==> src/rtl/gray_fifo_pkg.sv <==
// rtl/gray_fifo_pkg.sv - shared Gray/binary helpers and widths for the Gray-pointer FIFO controller
package gray_fifo_pkg;

  localparam int DEPTH_W_DEF = 4;
  localparam int PTR_W_DEF   = DEPTH_W_DEF + 1;
  // Helpers work on a fixed wide vector; callers cast to their pointer width.
  localparam int MAX_W       = 32;

  function automatic logic [MAX_W-1:0] bin2gray(input logic [MAX_W-1:0] b);
    return b ^ (b >> 1);
  endfunction

  function automatic logic [MAX_W-1:0] gray2bin(input logic [MAX_W-1:0] g);
    logic [MAX_W-1:0] b;
    b[MAX_W-1] = g[MAX_W-1];
    for (int i = MAX_W - 2; i >= 0; i--) begin
      b[i] = b[i+1] ^ g[i];
    end
    return b;
  endfunction

endpackage

==> src/rtl/gray_ptr.sv <==
// rtl/gray_ptr.sv - Gray-coded pointer register with binary view and next-state outputs
module gray_ptr
  import gray_fifo_pkg::*;
#(
  parameter int W = PTR_W_DEF
) (
  input  logic         clk,
  input  logic         nrst,
  input  logic         clr,
  input  logic         inc,
  output logic [W-1:0] gray_q,
  output logic [W-1:0] bin_q,
  output logic [W-1:0] gray_next,
  output logic [W-1:0] bin_next
);

  always_comb begin
    bin_q    = W'(gray2bin(MAX_W'(gray_q)));
    bin_next = bin_q;
    if (clr) begin
      bin_next = '0;
    end else if (inc) begin
      bin_next = bin_q + 1'b1;
    end
    gray_next = W'(bin2gray(MAX_W'(bin_next)));
  end

  // Only Gray state is stored so the exported value never shows multi-bit transitions.
  always_ff @(posedge clk or negedge nrst) begin
    if (!nrst) begin
      gray_q <= '0;
    end else begin
      gray_q <= gray_next;
    end
  end

endmodule

==> src/rtl/gray_fifo_ctrl.sv <==
// rtl/gray_fifo_ctrl.sv - single-clock FIFO controller: Gray pointers, RAM strobes, full/empty/level flags
module gray_fifo_ctrl
  import gray_fifo_pkg::*;
#(
  parameter int DEPTH_W = DEPTH_W_DEF
) (
  input  logic               clk,
  input  logic               nrst,
  input  logic               clr,
  input  logic               w_req,
  input  logic               r_req,
  output logic               w_en,
  output logic [DEPTH_W-1:0] w_addr,
  output logic               r_en,
  output logic [DEPTH_W-1:0] r_addr,
  output logic               full,
  output logic               empty,
  output logic [DEPTH_W:0]   usedw,
  output logic [DEPTH_W:0]   wptr_gray,
  output logic [DEPTH_W:0]   rptr_gray,
  output logic               fail
);

  localparam int PTR_W = DEPTH_W + 1;
  typedef logic [PTR_W-1:0] ptr_t;

  // Gray code of "pointers differ by depth": top two bits inverted, rest equal.
  localparam ptr_t FULL_MASK = ptr_t'(3) << (PTR_W - 2);

  ptr_t wgray_q, wbin_q, wgray_next, wbin_next;
  ptr_t rgray_q, rbin_q, rgray_next, rbin_next;

  logic full_q, full_d;
  logic empty_q, empty_d;
  logic fail_q, fail_d;
  ptr_t usedw_q, usedw_d;

  always_comb begin
    w_en = w_req & ~full_q & ~clr;
    r_en = r_req & ~empty_q & ~clr;
  end

  gray_ptr #(.W(PTR_W)) u_wptr (
    .clk       (clk),
    .nrst      (nrst),
    .clr       (clr),
    .inc       (w_en),
    .gray_q    (wgray_q),
    .bin_q     (wbin_q),
    .gray_next (wgray_next),
    .bin_next  (wbin_next)
  );

  gray_ptr #(.W(PTR_W)) u_rptr (
    .clk       (clk),
    .nrst      (nrst),
    .clr       (clr),
    .inc       (r_en),
    .gray_q    (rgray_q),
    .bin_q     (rbin_q),
    .gray_next (rgray_next),
    .bin_next  (rbin_next)
  );

  always_comb begin
    empty_d = (wgray_next == rgray_next);
    full_d  = (wgray_next == (rgray_next ^ FULL_MASK));
    usedw_d = wbin_next - rbin_next;
    fail_d  = ~clr & ((w_req & full_q) | (r_req & empty_q));
  end

  always_ff @(posedge clk or negedge nrst) begin
    if (!nrst) begin
      full_q  <= 1'b0;
      empty_q <= 1'b1;
      usedw_q <= '0;
      fail_q  <= 1'b0;
    end else begin
      full_q  <= full_d;
      empty_q <= empty_d;
      usedw_q <= usedw_d;
      fail_q  <= fail_d;
    end
  end

  always_comb begin
    w_addr    = wbin_q[DEPTH_W-1:0];
    r_addr    = rbin_q[DEPTH_W-1:0];
    full      = full_q;
    empty     = empty_q;
    usedw     = usedw_q;
    wptr_gray = wgray_q;
    rptr_gray = rgray_q;
    fail      = fail_q;
  end

endmodule
==> config.mk <==
export PLATFORM = sky130hd
export DESIGN_NAME = gray_fifo_ctrl
export DESIGN_NICKNAME = d
export VERILOG_FILES = /design/src/rtl/gray_fifo_pkg.sv /design/src/rtl/gray_ptr.sv /design/src/rtl/gray_fifo_ctrl.sv
export SDC_FILE = /design/constraint.sdc
export NUM_CORES = 1
export LEC_CHECK = 0
export BUFFER_PORTS_ARGS = -buffer_cell sky130_fd_sc_hd__buf_2
export CORE_MARGIN = 2
export CORE_UTILIZATION = 47
export DETAILED_ROUTE_END_ITERATION = 7
export GPL_ROUTABILITY_DRIVEN = 0
export PLACE_DENSITY = 0.75
export SKIP_LAST_GASP = 1
export SLEW_MARGIN = 20
export SYNTH_ARGS = -nofsm -noshare
export SYNTH_HDL_FRONTEND = slang
export SYNTH_SLANG_ARGS = --single-unit
==> constraint.sdc <==
create_clock -name clk -period 2.8 [get_ports clk]
set_input_delay 0.14 -clock clk [delete_from_list [all_inputs] [get_ports clk]]
set_output_delay 0.14 -clock clk [all_outputs]
set_load 0.02 [all_outputs]
==> results.toml, run 1 <==
[min_path]
holdCritStartpoint = "r_req"
hold_class = "input port to flop"
hold_depth = 3
whs_endpoint = "fail"

[timing]
period_share_pct = 105
fin_worst_skew_ns = 0.00488
tightestPinTransition_ns = 0.400
finalMaxSlewViolations = 0
fmax_ghz = 0.339
timing.final.ws_setup_ns = -0.149
fin_hold_ws_ns = 0.204
timing.slew.headroom_pct = 73.1
finalSetupViolations = 2
finalWorstPathRequiredPeriod_ns = 2.95
rsz0062_at_grt = "true"
hold_violations = 0

[critical_path]
crit_cells = 15
cp_max_fo = 3
crit_path_top_delay_cell = "dfrtp_2"
path_delay_family = "adder cells"
cp.arrival_ns = 3.19
r2r_end = "usedw[4]"
end_kind = "flop"
r2r_cells = 15
crit_type = "flop to flop"
cpPeakStageDelay_ns = 0.46
worstPathCellList = "xor2_4 -> ha_4 -> inv_6 -> ha_4 -> inv_6 -> ha_4 -> xnor2_1 -> nor2_1 -> ha_2 -> inv_2 -> fa_2 -> a21o_1 -> a21oi_2 -> xnor2_1 -> xnor2_1"
cp_num_buf_inv = 3
ff2ff_setup_slack_ns = -0.15
cp.required_ns = 3.04
r2r-start = "u_rptr.gray_q[4]"
cp-start-kind = "flop"

[clocking]
cts-root-buf = "clkbuf_4"
cts_buffers = 3
clockBufferDepth = 2
cts.clk_slew.worst_paths_ns = 0.11
h-tree-depth = 1
cts_tree = "built"
clk_latency_ns = 0.31
clock-sinks = 18

[power]
power_mw = 2.45
vdd_ir_drop_max_uv = 1010
leakage_nw = 0.920
power.density_nw_per_um2 = 1330

[layout]
n_antenna_cell = 0
num-nets-final = 202
post-route-cell-area_sq_um = 1840
area_growth_syn_to_layout_pct = 46.7
final_util_pct = 73.8
fillCellCount = 178
drive_gt1_share_pct = 49.2
multi_input_comb_area_sq_um = 900
post_layout_nonfiller_instances = 215
seq_area_sq_um = 457
mostFrequentLayoutCell = "buf_2"
final_cell_mix = "buf_2, buf_4, nor2_1"

[routing]
ant_nets = 0
drt_wl_total_microns = 3110
drt-initial-drc-count = 15
drt-pass1-iter-count = 4
drc = 0
vias_per_cell = 5.12
wl_per_cell_microns = 14.5
num_vias = 1101

[floorplan]
start_util_pct = 50.3
die_w_microns = 55.7
core_sq_um = 2500
row_count = 18
ios = 33
die_y_microns = 55.7
dieArea_sq_um = 3110

[logic_synthesis]
synthCells = 130
seq_area_frac_synth_pct = 35.9
synth_async_sr_flop_share_pct = 100
ys_warn_count = 0
synth_edf_count = 0
synth_seq_cells = 18
ys.flop_type = "dfrtp_1"
synth_nets = 146
synth.avg_cell_area_sq_um = 9.67
syn_area_sq_um = 1260
synth.distinct_cells = 34

[place]
placed_area_sq_um = 1740
portBuffers = 32
placed_cells = 207
dp_hpwl_microns = 2430

[outcome]
violations = "negative setup slack"
status = "finished with violations"

[global_routing]
overflow = 0
antenna_found_initial = 0
grt_usage_pct = 21.9
grt_pass1_wl_microns = 5290
grt_pass1_vias = 1168
grt_max_degree = 20

[run]
maxCapViolations = 0
area by class of cell:
class                   count  share of cell area (%)
repair buffers             54                    18.0
multi-input cells          93                    48.8
flip-flops and latches     18                    24.8
inverters                  16                    4.48
clock buffers               4                    1.97
well taps                  30                    2.04
synth_stat cells (2+ instances only):
library cell	number	share of area [%]
a21o_1	2	1.2
a21oi_1	5	2.0
clkbuf_1	2	0.60
dfrtp_1	17	34
ha_1	10	10
inv_1	16	4.8
mux2_4	2	2.4
mux2i_1	3	2.4
nand2_1	7	2.1
nand2b_1	2	0.99
nand3_1	2	0.80
nand4b_1	2	1.4
nor2_1	19	5.7
nor3_1	3	1.2
nor3b_1	2	1.2
xnor2_1	9	6.3
xor2_1	10	7.0
how the worst max path moves through the flow:
stage | startpoint | end | slack [ns]
final | u_rptr.gray_q[4] | usedw[4] | -0.15
after global routing | u_rptr.gray_q[4] | usedw[4] | -0.32
after CTS | u_rptr.gray_q[4] | usedw[4] | -0.16
after detailed placement | u_rptr.gray_q[4] | usedw[4] | -0.14
after global placement | u_rptr.gray_q[4] | usedw[4] | -0.09
after floorplan | u_rptr.gray_q[4] | usedw[4] | -0.25
worst min-delay path: cells and delay by family:
kind	cells	cell delay (ns)
AO/OA/AOI/OAI	1	0.08
buffers and inverters	1	0.13
AND/OR/NAND/NOR	1	0.12
cells by family (layout without fill, tap and decap cells):
| group | count (synthesis) | after routing | synth area share, % |
|---|---|---|---|
| and+or+nand+nor | 43 | 43 | 17.8 |
| DFF | 18 | 18 | 35.9 |
| buffers and inverters | 19 | 74 | 5.97 |
| AOI/OAI and AO/OA | 12 | 12 | 6.77 |
| adders and majority gates | 11 | 11 | 11.5 |
| muxes | 6 | 6 | 5.67 |
| xor gates and xnor gates | 21 | 21 | 16.3 |
per-stage QoR:
| stage | worst slack, ns | TNS, ns |
|---|---|---|
| 6_report | -0.149 | -0.165 |
| 5_1_grt | -0.322 | -0.614 |
| 4_1_cts | -0.164 | -0.178 |
| 3_5_place_dp | -0.142 | -0.246 |
| 3_3_place_gp | -0.0883 | -0.160 |
| 2_1_floorplan | -0.252 | -0.457 |
repair_timing:
action,CTS,global route
pin swaps,6,10
hold buffers,1,0
setup buffers,2,1
endpoints found under the hold margin,17,0
gates cloned,0,0
gates resized for setup,1,7
endpoints found under the setup margin,4,5
power by group:
part | internal [mW] | switching, mW | total [mW]
sequential | 0.355 | 0.0531 | 0.408
clock | 0.0795 | 0.0929 | 0.172
combinational | 0.891 | 0.975 | 1.87
total | 1.33 | 1.12 | 2.45
sequential cells by signal, summed over array words and instances (netlist names):
register and flops:
usedw 5, u_rptr.gray_q 5, empty 1, u_wptr.gray_q 5, fail 1, full 1
metal layers:
metal | part of all wire, % | track usage (%) | vias up
met1 | 45 | 28.3 | 523
met5 | 0 | 0 | -
met3 | 4.0 | 4.42 | 9
li1 | - | - | 539
met4 | 2.3 | 9.41 | 0
met2 | 49 | 35.5 | 30
No activity file was read; power rests on OpenSTA's default activity.
==> run 2: changes to the inputs <==
Settings changed: CORE_UTILIZATION 47 to 52, PLACE_DENSITY 0.75 to 0.79.
Clock period 2.8 ns to 2.9 ns, I/O delays scaled along.
==> results.toml, run 2 (synthesis gave the netlist of run 1 again) <==
[outcome]
status = "finished with violations"
violations = "negative setup slack"

[timing]
hold_violations = 0
timing.slew.headroom_pct = 71.6
finalSetupViolations = 1
rsz0062_at_grt = "true"
tightestPinTransition_ns = 0.424
fmax_ghz = 0.333
finalMaxSlewViolations = 0
timing.final.ws_setup_ns = -0.105
period_share_pct = 104
finalWorstPathRequiredPeriod_ns = 3.00
fin_worst_skew_ns = 0.00446

[global_routing]
grt_max_degree = 20
overflow = 0
grt_pass1_wl_microns = 4620
grt_pass1_vias = 1035
grt_usage_pct = 23.9
antenna_found_initial = 0

[routing]
drt_wl_total_microns = 2930
ant_nets = 0
vias_per_cell = 5.17
drc = 0
num_vias = 1066
wl_per_cell_microns = 14.2
drt-pass1-iter-count = 4
drt-initial-drc-count = 21

[clocking]
cts_buffers = 3
cts.clk_slew.worst_paths_ns = 0.11
clock-sinks = 18
h-tree-depth = 1
clk_latency_ns = 0.29
cts_tree = "built"
cts-root-buf = "clkbuf_4"
clockBufferDepth = 2

[critical_path]
end_kind = "flop"
cpPeakStageDelay_ns = 0.46
cp.required_ns = 3.12
ff2ff_setup_slack_ns = -0.10
worstPathCellList = "xor2_4 -> ha_4 -> inv_6 -> ha_4 -> inv_6 -> ha_4 -> xnor2_1 -> nor2_1 -> ha_1 -> inv_1 -> fa_2 -> a21o_1 -> a21oi_2 -> xnor2_1 -> xnor2_1"
cp.arrival_ns = 3.23
crit_path_top_delay_cell = "dfrtp_2"
cp_max_fo = 4
cp-start-kind = "flop"
crit_type = "flop to flop"

[power]
leakage_nw = 0.882
vdd_ir_drop_max_uv = 1020
power.density_nw_per_um2 = 1270
power_mw = 2.27

[floorplan]
core_sq_um = 2250
ios = 33
die_y_microns = 53.2
die_w_microns = 53.2
start_util_pct = 55.8
row_count = 17
dieArea_sq_um = 2830

[layout]
final_cell_mix = "buf_2, nor2_1, buf_4"
drive_gt1_share_pct = 46.1
post_layout_nonfiller_instances = 206
n_antenna_cell = 0
mostFrequentLayoutCell = "buf_2"
area_growth_syn_to_layout_pct = 42.2
final_util_pct = 79.3
num-nets-final = 195

[min_path]
hold_class = "input port to flop"

[run]
maxCapViolations = 0

[place]
placed_cells = 200
portBuffers = 32
dp_hpwl_microns = 2370
==> run 2: critical path: cells and delay by family (launching register included) <==
kind,cells,cell delay (ns)
AOI/OAI and AO/OA,2,0.32
xor gates and xnor gates,4,0.58
adders and majority gates,5,1.35
buffers and inverters,3,0.12
DFF,1,0.46
and+or+nand+nor,1,0.10
==> run 2: timing repair <==
action	in CTS	in global routing
resized for setup	3	3
cloned	0	0
hold buffers	1	0
endpoints found under the hold margin	17	0
buffers inserted	1	0
pin swaps	3	5
endpoints found under the setup margin	3	3
==> run 2: power by group <==
part | switching, mW | internal (mW) | total, mW | leakage (nW)
logic | 0.932 | 0.793 | 1.72 | 0.632
clock network | 0.0789 | 0.0765 | 0.155 | 0.0210
registers | 0.0489 | 0.343 | 0.392 | 0.229
==> run 2: final timing paths <==
kind / from / endpoint / depth (start not counted)
hold / removal: r_req / fail / 3
max in group asynchronous: nrst / empty / 2
setup reg to reg: u_rptr.gray_q[4] / usedw[4] / 15
hold reg to reg: empty / fail / 2
min in group asynchronous: nrst / u_wptr.gray_q[1] / 2
setup / recovery: u_rptr.gray_q[4] / usedw[4] / 15
==> run 2: metal layers <==
| metal | global-route usage (%) | wire (microns) | vias up |
|---|---|---|---|
| met4 | 10.7 | 74 | 0 |
| met3 | 3.39 | 114 | 8 |
| met1 | 28.4 | 1220 | 507 |
| met5 | 0 | 0 | - |
| li1 | - | - | 522 |
| met2 | 42.3 | 1520 | 29 |
==> run 2: per-stage QoR <==
step	hold WS, ns	area, sq um	TNS, ns	worst slack (ns)
after floorplan	-0.151	1420	-0.177	-0.152
after global placement	0.0894	1700	-0.00829	-0.00829
after detailed placement	0.101	1700	-0.154	-0.116
after CTS	0.150	1770	-0.124	-0.124
after global routing	0.208	1790	-0.279	-0.279
final	0.158	1790	-0.105	-0.105
==> run 2: final cells by class <==
class | instances | area (sq um)
fill | 156 | 467
clock buffer | 4 | 36.3
sequential | 18 | 457
multi-input combinational | 93 | 902
timing repair buffer | 47 | 275
tap | 28 | 35.0
inverter | 16 | 82.6
==> run 3: changes to the inputs <==
Settings changed: CORE_UTILIZATION 52 to 50, MAX_ROUTING_LAYER from default to met4, PLACE_DENSITY 0.79 to 0.76.
==> results.toml, run 3 (synthesis gave the netlist of run 1 again) <==
[clocking]
h-tree-depth = 1
clockBufferDepth = 2
cts.clk_slew.worst_paths_ns = 0.10
cts_tree = "built"
clk_latency_ns = 0.29
cts_buffers = 3
clock-sinks = 18
cts-root-buf = "clkbuf_4"

[outcome]
violations = "negative setup slack"
status = "finished with violations"

[routing]
drt_wl_total_microns = 2850
drt-pass1-iter-count = 4
wl_per_cell_microns = 13.5
ant_nets = 0
num_vias = 1075
vias_per_cell = 5.09
drc = 0
drt-initial-drc-count = 13

[critical_path]
cpPeakStageDelay_ns = 0.46
cp_max_fo = 3
critPathMostFrequentCell = "ha_4"
cp_num_buf_inv = 3
cp.required_ns = 3.12
crit_type = "flop to flop"
worstPathCellList = "xor2_4 -> ha_4 -> inv_6 -> ha_4 -> inv_6 -> ha_4 -> xnor2_1 -> nor2_1 -> ha_1 -> inv_1 -> fa_2 -> a21o_1 -> a21oi_2 -> xnor2_2 -> xnor2_1"
path_delay_family = "adder cells"
end_kind = "flop"
cp.arrival_ns = 3.23
crit_path_top_delay_cell = "dfrtp_2"
cp-start-kind = "flop"

[power]
power_mw = 2.30
combPwrFrac_pct = 76.2
switching_power_mw = 1.06
pwr-share-clk_pct = 6.8
vdd_ir_drop_max_uv = 1010
p_sw_share_pct = 46.0
p_int_mw = 1.24
leakage_nw = 0.903
seqPwrFrac_pct = 17.0
power.density_nw_per_um2 = 1280

[timing]
fmax_ghz = 0.332
finalWorstPathRequiredPeriod_ns = 3.01
finalSetupViolations = 1
fin_worst_skew_ns = 0.00188
fin_tns_setup_ns = -0.108
hold_violations = 0
finalMaxSlewViolations = 0
tightestPinTransition_ns = 0.415
timing.final.ws_setup_ns = -0.108
timing.slew.headroom_pct = 72.3
rsz0062_at_grt = "true"
period_share_pct = 104

[floorplan]
core_sq_um = 2430
die_w_microns = 54.2
start_util_pct = 51.7
ios = 33
row_count = 18
dieArea_sq_um = 2930
die_y_microns = 54.2

[global_routing]
overflow = 0
grt_pass1_vias = 1038
grt_pass1_wl_microns = 4520
grt_max_degree = 20
grt_usage_pct = 22.4
antenna_found_initial = 0

[layout]
area_growth_syn_to_layout_pct = 43.2
mostFrequentLayoutCell = "buf_2"
n_antenna_cell = 0
final_cell_mix = "buf_2, nor2_1, buf_4"
drive_gt1_share_pct = 47.0
num-nets-final = 198

[run]
maxCapViolations = 0

[min_path]
hold_class = "input port to flop"

[place]
portBuffers = 32
dp_hpwl_microns = 2390
## run 3: changes by cell type in the layout (fill, tap and decap cells not counted)
cell and change:
nand3_2 +1, xor2_4 -1, xor2_2 +1, nand3_1 -1
nor2_2 -1, buf_4 +3, and4bb_2 +1, and4bb_4 -1
nor2_1 +1
## run 3: metal layers
layer	vias to the layer above	routed length (microns)	GRT usage [%]
met5	-	0	-
met4	0	40	8.33
met3	4	114	3.61
met2	32	1440	38.4
met1	509	1250	26.1
li1	530	-	-
## run 3: area by class of cell
class                           instances  area (sq um)
Timing Repair Buffer                   50           298
Multi-Input combinational cell         93           890
Clock buffer                            4          36.3
Inverter                               16          82.6
Sequential cell                        18           457
Tap cell                               30          37.5
Fill cell                             191           632
## run 3: timing repair
item,4_1_cts,5_1_grt
hold buffers,1,0
cloned,0,0
resized for setup,0,4
pin swaps,0,5
endpoints found under the hold margin,17,0
setup endpoints to repair,1,3
buffers inserted,0,1
## run 3: worst reg2reg max path: stages (launching register included)
cell	delay, ns
dfrtp_2	0.46
xor2_4	0.20
ha_4	0.29
inv_6	0.04
ha_4	0.28
inv_6	0.03
ha_4	0.28
xnor2_1	0.07
nor2_1	0.11
ha_1	0.16
inv_1	0.07
fa_2	0.34
a21o_1	0.17
a21oi_2	0.16
xnor2_2	0.14
xnor2_1	0.14
## run 3: worst paths after layout
path | from | to | slack [ns] | cells past startpoint
worst min-delay path | r_req | fail | 0.15 | 3
max in group asynchronous | nrst | empty | 2.28 | 2
worst min register to register | empty | fail | 0.62 | 2
worst max register to register | u_rptr.gray_q[4] | usedw[4] | -0.11 | 15
min in group asynchronous | nrst | u_wptr.gray_q[2] | 0.30 | 2
worst max-delay path | u_rptr.gray_q[4] | usedw[4] | -0.11 | 15
## run 3: power by group through the flow
| stage | logic (mW) | registers (mW) | clock network, mW |
|---|---|---|---|
| after detailed placement | 1.72 | 0.397 | 0 |
| after CTS | 1.72 | 0.391 | 0.158 |
| after global routing | 1.92 | 0.404 | 0.169 |
| final | 1.75 | 0.390 | 0.156 |
| after global placement | 1.66 | 0.394 | 0 |
| after floorplan | 1.12 | 0.491 | 0 |
## run 3: per-stage QoR
step | hold WS (ns) | instances | cell area [sq um] | utilization [%] | setup WS, ns
2_1_floorplan | -0.151 | 130 | 1420 | - | -0.152
3_5_place_dp | 0.103 | 205 | 1720 | 70.7 | -0.106
5_1_grt | 0.198 | 211 | 1800 | 74.0 | -0.253
4_1_cts | 0.153 | 210 | 1770 | 72.6 | -0.130
6_report | 0.145 | 211 | 1800 | 74.0 | -0.108
3_3_place_gp | 0.0964 | 205 | 1720 | 70.7 | 0.0129
